**config.mk**
```make
export PLATFORM = sky130hd
export DESIGN_NAME = sram_arbiter
export DESIGN_NICKNAME = d
export VERILOG_FILES = /design/src/rtl/sram_arbiter.sv
export SDC_FILE = /design/constraint.sdc
export NUM_CORES = 1
export LEC_CHECK = 0
export CAP_MARGIN = 20
export CORE_AREA = 2 2 92 94
export CTS_CLUSTER_DIAMETER = 30
export DETAILED_ROUTE_END_ITERATION = 6
export DIE_AREA = 0 0 94 96
export PLACE_DENSITY = 0.79
export SLEW_MARGIN = 5
export SYNTH_ARGS = -nofsm -noshare
export SYNTH_HDL_FRONTEND = slang
export SYNTH_SLANG_ARGS = --single-unit
```
**constraint.sdc**
```tcl
create_clock -name clk -period 1.75 [get_ports clk]
set_clock_uncertainty 0.15 [all_clocks]
set_input_delay 0.525 -clock clk [delete_from_list [all_inputs] [get_ports clk]]
set_output_delay 0.525 -clock clk [all_outputs]
set_load 0.05 [all_outputs]
```
**src/rtl/sram_arbiter.sv**
```systemverilog
// Round-robin arbiter sharing one SRAM controller among NUM_REQ pipeline requesters.
// Optional ACCESS watchdog enabled by defining SRAM_ARB_TIMEOUT_EN.
module sram_arbiter #(
    parameter int NUM_REQ        = 2,
    parameter int TIMEOUT_CYCLES = 64
) (
    input  logic                  clk,
    input  logic                  rst,
    input  logic [NUM_REQ-1:0]    req,
    input  logic [NUM_REQ-1:0]    req_we,
    input  logic [18*NUM_REQ-1:0] req_addr,
    input  logic [16*NUM_REQ-1:0] req_wdata,
    output logic [NUM_REQ-1:0]    gnt,
    output logic [NUM_REQ-1:0]    resp_valid,
    output logic [15:0]           resp_rdata,
    output logic                  ctrl_read_en,
    output logic                  ctrl_wr_en,
    output logic [17:0]           ctrl_address,
    output logic [15:0]           ctrl_wr_data,
    input  logic                  ctrl_read_valid,
    input  logic                  ctrl_wr_valid,
    input  logic [15:0]           ctrl_read_data,
    output logic                  busy,
    output logic                  timeout_err
);

    if (NUM_REQ < 2 || NUM_REQ > 4 || TIMEOUT_CYCLES < 2 || TIMEOUT_CYCLES > 255) begin : g_bad_params
        $error("sram_arbiter: parameter out of range");
    end

    typedef enum logic [1:0] {IDLE, ACCESS, RESP} state_t;

    state_t      state, state_next;
    logic [1:0]  last_winner, winner_next;
    logic        have_winner;
    logic        first_q, we_q;
    logic [17:0] addr_q;
    logic [15:0] wdata_q, rdata_q;
    logic        done, expire;
    logic [NUM_REQ-1:0] winner_onehot;

    // Search starts one past the previous winner so a held request cannot starve others.
    always_comb begin
        int idx;
        // NOTE: every always_comb output gets a default first so no path leaves it unassigned (no latch).
        winner_next = last_winner;
        have_winner = 1'b0;
        for (int i = 1; i <= NUM_REQ; i++) begin
            idx = int'(last_winner) + i;
            if (idx >= NUM_REQ) idx = idx - NUM_REQ;
            if (!have_winner && ((req & (NUM_REQ'(1) << idx)) != '0)) begin
                have_winner = 1'b1;
                winner_next = 2'(idx);
            end
        end
    end

    assign winner_onehot = NUM_REQ'(1) << last_winner;
    assign done = (state == ACCESS) && (we_q ? ctrl_wr_valid : ctrl_read_valid);

    always_ff @(posedge clk or negedge rst) begin
        // NOTE: sequential state uses non-blocking assignments so every register samples pre-edge values.
        if (!rst) state <= IDLE;
        else      state <= state_next;
    end

    always_comb begin
        state_next = state;
        case (state)
            IDLE:    if (have_winner) state_next = ACCESS;
            ACCESS:  if (done || expire) state_next = RESP;
            RESP:    state_next = IDLE;
            default: state_next = IDLE;
        endcase
    end

    always_ff @(posedge clk or negedge rst) begin
        if (!rst) begin
            last_winner <= 2'(NUM_REQ - 1);
            first_q     <= 1'b0;
            we_q        <= 1'b0;
            addr_q      <= '0;
            wdata_q     <= '0;
            rdata_q     <= '0;
        end else begin
            first_q <= (state == IDLE) && have_winner;
            if (state == IDLE && have_winner) begin
                last_winner <= winner_next;
                we_q        <= (req_we & (NUM_REQ'(1) << winner_next)) != '0;
                addr_q      <= 18'(req_addr >> (18 * winner_next));
                wdata_q     <= 16'(req_wdata >> (16 * winner_next));
                rdata_q     <= '0;
            end else if (done && !we_q) begin
                rdata_q <= ctrl_read_data;
            end
        end
    end

`ifdef SRAM_ARB_TIMEOUT_EN
    logic [7:0] wd_cnt;
    logic       err_q;

    assign expire      = (state == ACCESS) && !done && (wd_cnt == 8'(TIMEOUT_CYCLES - 1));
    assign timeout_err = err_q;

    always_ff @(posedge clk or negedge rst) begin
        if (!rst) begin
            wd_cnt <= '0;
            err_q  <= 1'b0;
        end else begin
            wd_cnt <= (state == ACCESS) ? wd_cnt + 8'd1 : 8'd0;
            if (expire) err_q <= 1'b1;
        end
    end
`else
    assign expire      = 1'b0;
    assign timeout_err = 1'b0;
`endif

    always_comb begin
        gnt          = '0;
        resp_valid   = '0;
        resp_rdata   = '0;
        ctrl_read_en = 1'b0;
        ctrl_wr_en   = 1'b0;
        ctrl_address = '0;
        ctrl_wr_data = '0;
        busy         = (state != IDLE);
        case (state)
            ACCESS: begin
                ctrl_read_en = !we_q;
                ctrl_wr_en   = we_q;
                ctrl_address = addr_q;
                ctrl_wr_data = wdata_q;
                if (first_q) gnt = winner_onehot;
            end
            RESP: begin
                resp_valid = winner_onehot;
                resp_rdata = rdata_q;
            end
            default: ;
        endcase
    end

endmodule

```
==> results by group, run 1 <==
Run status
  – Status: finished with violations
  – Failing checks: negative setup slack

Final layout
  – Antenna diodes: 0
  – Fin util: 0.7563
  – Share of cells above drive strength 1: 0.4370
  – Area Growth Syn to Fin: 116.3%
  – Finished layout cell area: 6090 µm²
  – Nets@finish: 583
  – Most common cell after layout, fill and taps aside: clkdlybuf4s50_1
  – Most frequent cells in the layout: clkdlybuf4s50_1, nor2_1, buf_12

Clock network
  – Clock Latency Late Sink: 0.31 ns
  – Maximum buffer depth of the clock tree: 2
  – Clock slew at reported path FFs: 0.10 ns
  – Root Driver: clkbuf_8
  – CTS H-tree lvls: 2
  – CTS buffer count: 5
  – CTS tree: done
  – Sink Count: 56

Floorplanning
  – Die Height: 96 µm
  – Die area: 9024 µm²
  – Core Region: 8051 µm²
  – Die width: 94 µm
  – Starting Density: 0.3497
  – # IOs: 150
  – FP Rows: 33

Synth
  – Average size of a mapped cell: 8.798 µm²
  – Ys Warns: 0
  – Ys flop type: dfrtp_1
  – Cells after Synth: 320
  – Area leader, netlist: dfrtp_1
  – Synthesized Nets: 412
  – Post-synth cell types: 24
  – Post-synth EDFFs: 0
  – Top post-synthesis cells by area: dfrtp_1, and2_1, a221oi_1
  – Synth top area share: 0.4889
  – Async S/R FF share, synth: 1.000
  – #FFs+latches synth: 56
  – Seq/Total Area, Yosys: 0.4982
  – Synthesized area: 2815 µm²

Route
  – Met2 routed WL: 5.713 mm
  – Avg WL per Cell: 17.28 µm
  – First-pass DRT Iterations: 4
  – Routed met1 length: 3.636 mm
  – Total wire length: 10.32 mm
  – Routed Antenna Nets: 0
  – Remaining DRCs: 0
  – Top sig layer: met4
  – Starting DRT DRC Count: 84
  – DR WL met3: 715 µm
  – Routed vias: 3056
  – Vias per Instance: 5.119

Worst setup path
  – Critical-path top delay cell: dfrtp_1
  – Max incr delay on CP: 0.44 ns
  – Worst-path fanout max: 4
  – Startpoint Class: flip-flop
  – Critical path cell sequence: nor2b_4 > buf_4 > nand2_4 > nor3_4 > buf_12
  – Req. time, crit path: 1.07 ns
  – Setup CP Type: flip-flop to primary output
  – Crit. End Element: primary output
  – Critical path arrival: 1.46 ns
  – Worst R2R Setup Slack: -0.15 ns

Power and ir drop
  – Tot Pwr: 0.01242 W
  – Peak VDD IR: 0.001109 V
  – Leak: 2.523 nW
  – Power Density: 2039 nW/µm²

STA
  – Setup WS post-layout: -0.3809 ns
  – Final Cycle Share: 1.218
  – Setup violators final: 92
  – Final Hold Fails: 0
  – Fmax: 0.4693 GHz
  – Shortest period the worst path allows: 2.131 ns
  – RSZ-0062 raised after global routing: yes
  – Slew Viols, Final: 0

Placed design
  – Post-DP HPWL: 6.739 mm
  – DP Area: 5284 µm²
  – Setup WS pre-CTS: -0.5365 ns
  – PortBufs: 148
  – RePlAce Congestion: 0.7160

Global routing
  – First-pass GRT wire length: 15.97 mm
  – Total grt overflow: 0
  – Initial antenna violation count: 0
  – Vias in the first global route: 3304
  – Largest net degree at the start of global routing: 57
  – Total track usage: 0.2294

Job
  – Max cap viols: 0

Hold path
  – Min-delay worst type: input pin to asynchronous set/reset pin
[stage by stage]
| step | hold WS, ns | TNS (ns) | instances |
|---|---|---|---|
| 2_1_floorplan | 0.07941 | -5.714 | 320 |
| 3_3_place_gp | 0.3320 | -23.44 | 571 |
| 3_5_place_dp | 0.3429 | -26.16 | 571 |
| 4_1_cts | 0.06589 | -23.30 | 598 |
| 5_1_grt | 0.06558 | -27.13 | 597 |
| 6_report | 0.05463 | -21.88 | 597 |
[critical path: cells and delay by family (launching register included)]
kind | cells | cell delay, ns
AND/OR/NAND/NOR | 3 | 0.40
flip-flops | 1 | 0.44
buffers and inverters | 2 | 0.30
[logic make-up after synthesis]
| kind of cell | share of synthesized area |
|---|---|
| buffers and inverters | 0.04311 |
| flip-flops | 0.4982 |
| AND/OR/NAND/NOR | 0.3080 |
| other | 0.001332 |
| AO/OA/AOI/OAI | 0.1493 |
[cell usage after synthesis (2+ instances only)]
| cell | number |
|---|---|
| nor2b_1 | 6 |
| nor2_1 | 76 |
| nand2_1 | 36 |
| a221oi_1 | 34 |
| clkbuf_2 | 2 |
| nor3_1 | 4 |
| a21oi_1 | 17 |
| buf_2 | 11 |
| dfrtp_1 | 55 |
| and2_1 | 53 |
| clkbuf_1 | 11 |
| nand2b_1 | 3 |
[power breakdown]
part | switching [W] | total [W] | internal (W)
sequential | 0.000356 | 0.00226 | 0.00190
clock | 0.000426 | 0.000749 | 0.000323
combinational | 0.00477 | 0.00941 | 0.00465
total | 0.00555 | 0.0124 | 0.00687
[layer usage]
layer | track usage | up-vias
li1 | - | 1416
met1 | 0.2438 | 1486
met2 | 0.4482 | 133
met3 | 0.05795 | 21
met4 | 0.06159 | 0
met5 | 0 | -
[final cells by class]
type / instances / area (µm²)
clock buffer: 7 / 86.33
clock inverter: 1 / 7.507
fill: 549 / 1962
inverter: 2 / 10.01
multi-input combinational: 237 / 1823
sequential: 56 / 1404
tap: 105 / 131.4
timing repair buffer: 189 / 2628
[flip-flops by register name (all words and copies together) (netlist names)]
signal / cells
addr_q: 18
first_q: 1
last_winner: 2
state: 2
wdata_q: 16
we_q: 1
rdata_q: 16
[repair_timing]
action	CTS	global route
gates resized for setup	105	22
hold buffers	0	0
cloned	6	1
setup endpoints to repair	108	98
buffers inserted	14	4
pin swaps	16	24
[worst paths after layout]
| kind | depth (start not counted) | endpoint | startpoint |
|---|---|---|---|
| max | 5 | gnt[0] | state[1]$_DFFE_PN0P_ |
| min | 2 | rdata_q[12]$_DFFE_PN0P_ | rst |
| max reg2reg | 7 | addr_q[15]$_DFFE_PN0P_ | last_winner[0]$_DFFE_PN1P_ |
| min reg2reg | 2 | wdata_q[1]$_DFFE_PN0P_ | wdata_q[1]$_DFFE_PN0P_ |
| max in group asynchronous | 2 | last_winner[0]$_DFFE_PN1P_ | rst |
| min in group clk | 2 | wdata_q[1]$_DFFE_PN0P_ | wdata_q[1]$_DFFE_PN0P_ |
Note: power is estimated with default switching activity, not from simulation.
==> run 2: changes to the inputs <==
==> constraint.sdc (replaced) <==
create_clock -name clk -period 1.75 [get_ports clk]
set_clock_uncertainty 0.15 [all_clocks]
set_input_delay 0.525 -clock clk [delete_from_list [all_inputs] [get_ports clk]]
set_output_delay 0.525 -clock clk [all_outputs]
set_load 0.02 [all_outputs]
==> results by group, run 2 (synthesis results as in run 1) <==
Worst setup path
  – Crit. End Element: primary output (unchanged)
  – Reg2reg end: wdata_q[15]$_DFFE_PN0P_ (was addr_q[15]$_DFFE_PN0P_)
  – Critical path arrival: 1.50 ns (was 1.46 ns)
  – Startpoint Class: flip-flop (unchanged)
  – R2R cell count: 10 (was 7)
  – Worst-path fanout max: 8 (was 4)
  – Setup CP Type: flip-flop to primary output (unchanged)
  – Req. time, crit path: 1.07 ns (about the same)
  – Worst R2R Setup Slack: -0.25 ns (was -0.15 ns)
  – Worst r2r src: state[1]$_DFFE_PN0P_ (was last_winner[0]$_DFFE_PN1P_)

Placed design
  – Post-DP HPWL: 6.451 mm (was 6.739 mm)
  – RePlAce Congestion: 0.8293 (was 0.7160)
  – DP Area: 4681 µm² (was 5284 µm²)
  – PortBufs: 148 (unchanged)

Route
  – First-pass DRT Iterations: 4 (unchanged)
  – Vias per Instance: 5.221 (was 5.119)
  – Routed vias: 3206 (was 3056)
  – Total wire length: 11.69 mm (was 10.32 mm)
  – Avg WL per Cell: 19.04 µm (was 17.28 µm)
  – Routed Antenna Nets: 0 (unchanged)
  – Remaining DRCs: 0 (unchanged)
  – Starting DRT DRC Count: 82 (was 84)

Final layout
  – Finished layout cell area: 6031 µm² (was 6090 µm²)
  – Number of flip-flops in the largest register: 18 (unchanged)
  – Nets@finish: 599 (was 583)
  – Most common cell after layout, fill and taps aside: clkdlybuf4s50_1 (unchanged)
  – Fillers: 510 (was 549)
  – Area Growth Syn to Fin: 114.2% (was 116.3%)
  – Most frequent cells in the layout: clkdlybuf4s50_1, buf_6, dfrtp_1 (was clkdlybuf4s50_1, nor2_1, buf_12)
  – Top flop regs: addr_q: 18 flops, rdata_q: 16 flops, wdata_q: 16 flops (unchanged)
  – Largest Register: addr_q (unchanged)
  – Fin util: 0.7490 (was 0.7563)
  – Share of cells above drive strength 1: 0.5433 (was 0.4370)

Job
  – Max cap viols: 0 (unchanged)

Global routing
  – First-pass GRT wire length: 15.74 mm (was 15.97 mm)
  – Initial antenna violation count: 1 (was 0)
  – Total track usage: 0.2250 (was 0.2294)
  – Largest net degree at the start of global routing: 57 (unchanged)
  – Total grt overflow: 0 (unchanged)
  – Vias in the first global route: 3193 (was 3304)

Floorplanning
  – # IOs: 150 (unchanged)
  – Die width: 94 µm (unchanged)
  – Die area: 9024 µm² (unchanged)
  – Die Height: 96 µm (unchanged)
  – Core Region: 8051 µm² (unchanged)
  – Starting Density: 0.3497 (unchanged)
  – FP Rows: 33 (unchanged)

Clock network
  – Sink Count: 56 (unchanged)
  – CTS tree: done (unchanged)
  – Root Driver: clkbuf_8 (unchanged)
  – CTS buffer count: 5 (unchanged)
  – CTS H-tree lvls: 2 (unchanged)
  – # hold bufs at CTS: 0 (unchanged)
  – Maximum buffer depth of the clock tree: 2 (unchanged)
  – Clock Latency Late Sink: 0.31 ns (about the same)
  – Clock slew at reported path FFs: 0.10 ns (about the same)

STA
  – RSZ-0062 raised after global routing: yes (unchanged)
  – Fmax: 0.4598 GHz (was 0.4693 GHz)
  – Setup WS post-layout: -0.4249 ns (was -0.3809 ns)
  – Final Hold Fails: 0 (unchanged)
  – Slew Viols, Final: 0 (unchanged)
  – Setup violators final: 111 (was 92)
  – Shortest period the worst path allows: 2.175 ns (was 2.131 ns)
  – Final Cycle Share: 1.243 (was 1.218)

Run status
  – Failing checks: negative setup slack (unchanged)
  – Status: finished with violations (unchanged)

Power and ir drop
  – Leak: 2.530 nW (was 2.523 nW)
  – Power Density: 1884 nW/µm² (was 2039 nW/µm²)
  – Peak VDD IR: 0.0009556 V (was 0.001109 V)

Hold path
  – Min-delay worst type: input pin to asynchronous set/reset pin (unchanged)
## run 2: worst max-delay path, stage by stage (launching register included)
cell and delay, ns:
dfrtp_1 0.43, nor2b_4 0.22, buf_12 0.14, buf_8 0.12
and2_4 0.15, buf_6 0.11
## run 2: how the worst max path moves through the flow
stage	start	to	slack (ns)	cells past startpoint
2_1_floorplan	state[0]$_DFFE_PN0P_	gnt[0]	-0.03	4
3_3_place_gp	req[1]	wdata_q[2]$_DFFE_PN0P_	-0.50	6
3_5_place_dp	state[1]$_DFFE_PN0P_	ctrl_wr_data[5]	-0.53	4
4_1_cts	state[1]$_DFFE_PN0P_	ctrl_address[11]	-0.38	5
5_1_grt	state[1]$_DFFE_PN0P_	ctrl_wr_data[4]	-0.47	5
6_report	state[1]$_DFFE_PN0P_	ctrl_wr_data[4]	-0.42	5
## run 2: final cells by class
| class | count | area (µm²) | share of cell area |
|---|---|---|---|
| multi-input cells | 237 | 2022 | 0.3353 |
| well taps | 105 | 131.4 | 0.02178 |
| flip-flops and latches | 56 | 1403 | 0.2326 |
| diodes | 1 | 2.502 | 0.0004149 |
| inverters | 2 | 12.51 | 0.002075 |
| repair buffers | 204 | 2322 | 0.3851 |
| clock inverters | 1 | 30.03 | 0.004979 |
| repair inverters | 1 | 11.26 | 0.001867 |
| clock buffers | 7 | 96.34 | 0.01598 |
## run 2: routing by layer
layer  wire length, µm  vias to the layer above  global-route usage
met4               314                        0             0.07609
met2              6365                      136              0.4226
met3               740                       29             0.04542
li1                  -                     1448                   -
met5                 0                        -                   0
met1              4269                     1593              0.2541
## run 2: stage by stage
stage	setup TNS [ns]	hold WS, ns	setup WS (ns)	power [W]	cells
4_1_cts	-21.51	0.06114	-0.3781	0.009705	601
6_report	-29.25	0.02685	-0.4249	0.01136	614
2_1_floorplan	-0.4578	0.07941	-0.03305	0.004876	320
3_5_place_dp	-47.62	0.3432	-0.5309	0.007159	578
5_1_grt	-35.00	0.06591	-0.4718	0.01189	614
3_3_place_gp	-44.70	0.3314	-0.4968	0.007015	578
## run 2: repair_timing
action                     in CTS  in global routing
cloned                          5                  9
setup endpoints to repair      92                111
resized for setup             446                109
pin swaps                      33                 20
buffers inserted               10                  7
## run 2: where the power goes
group | internal (W) | switching (W)
clock network | 0.000506 | 0.000436
logic | 0.00421 | 0.00377
registers | 0.00190 | 0.000530
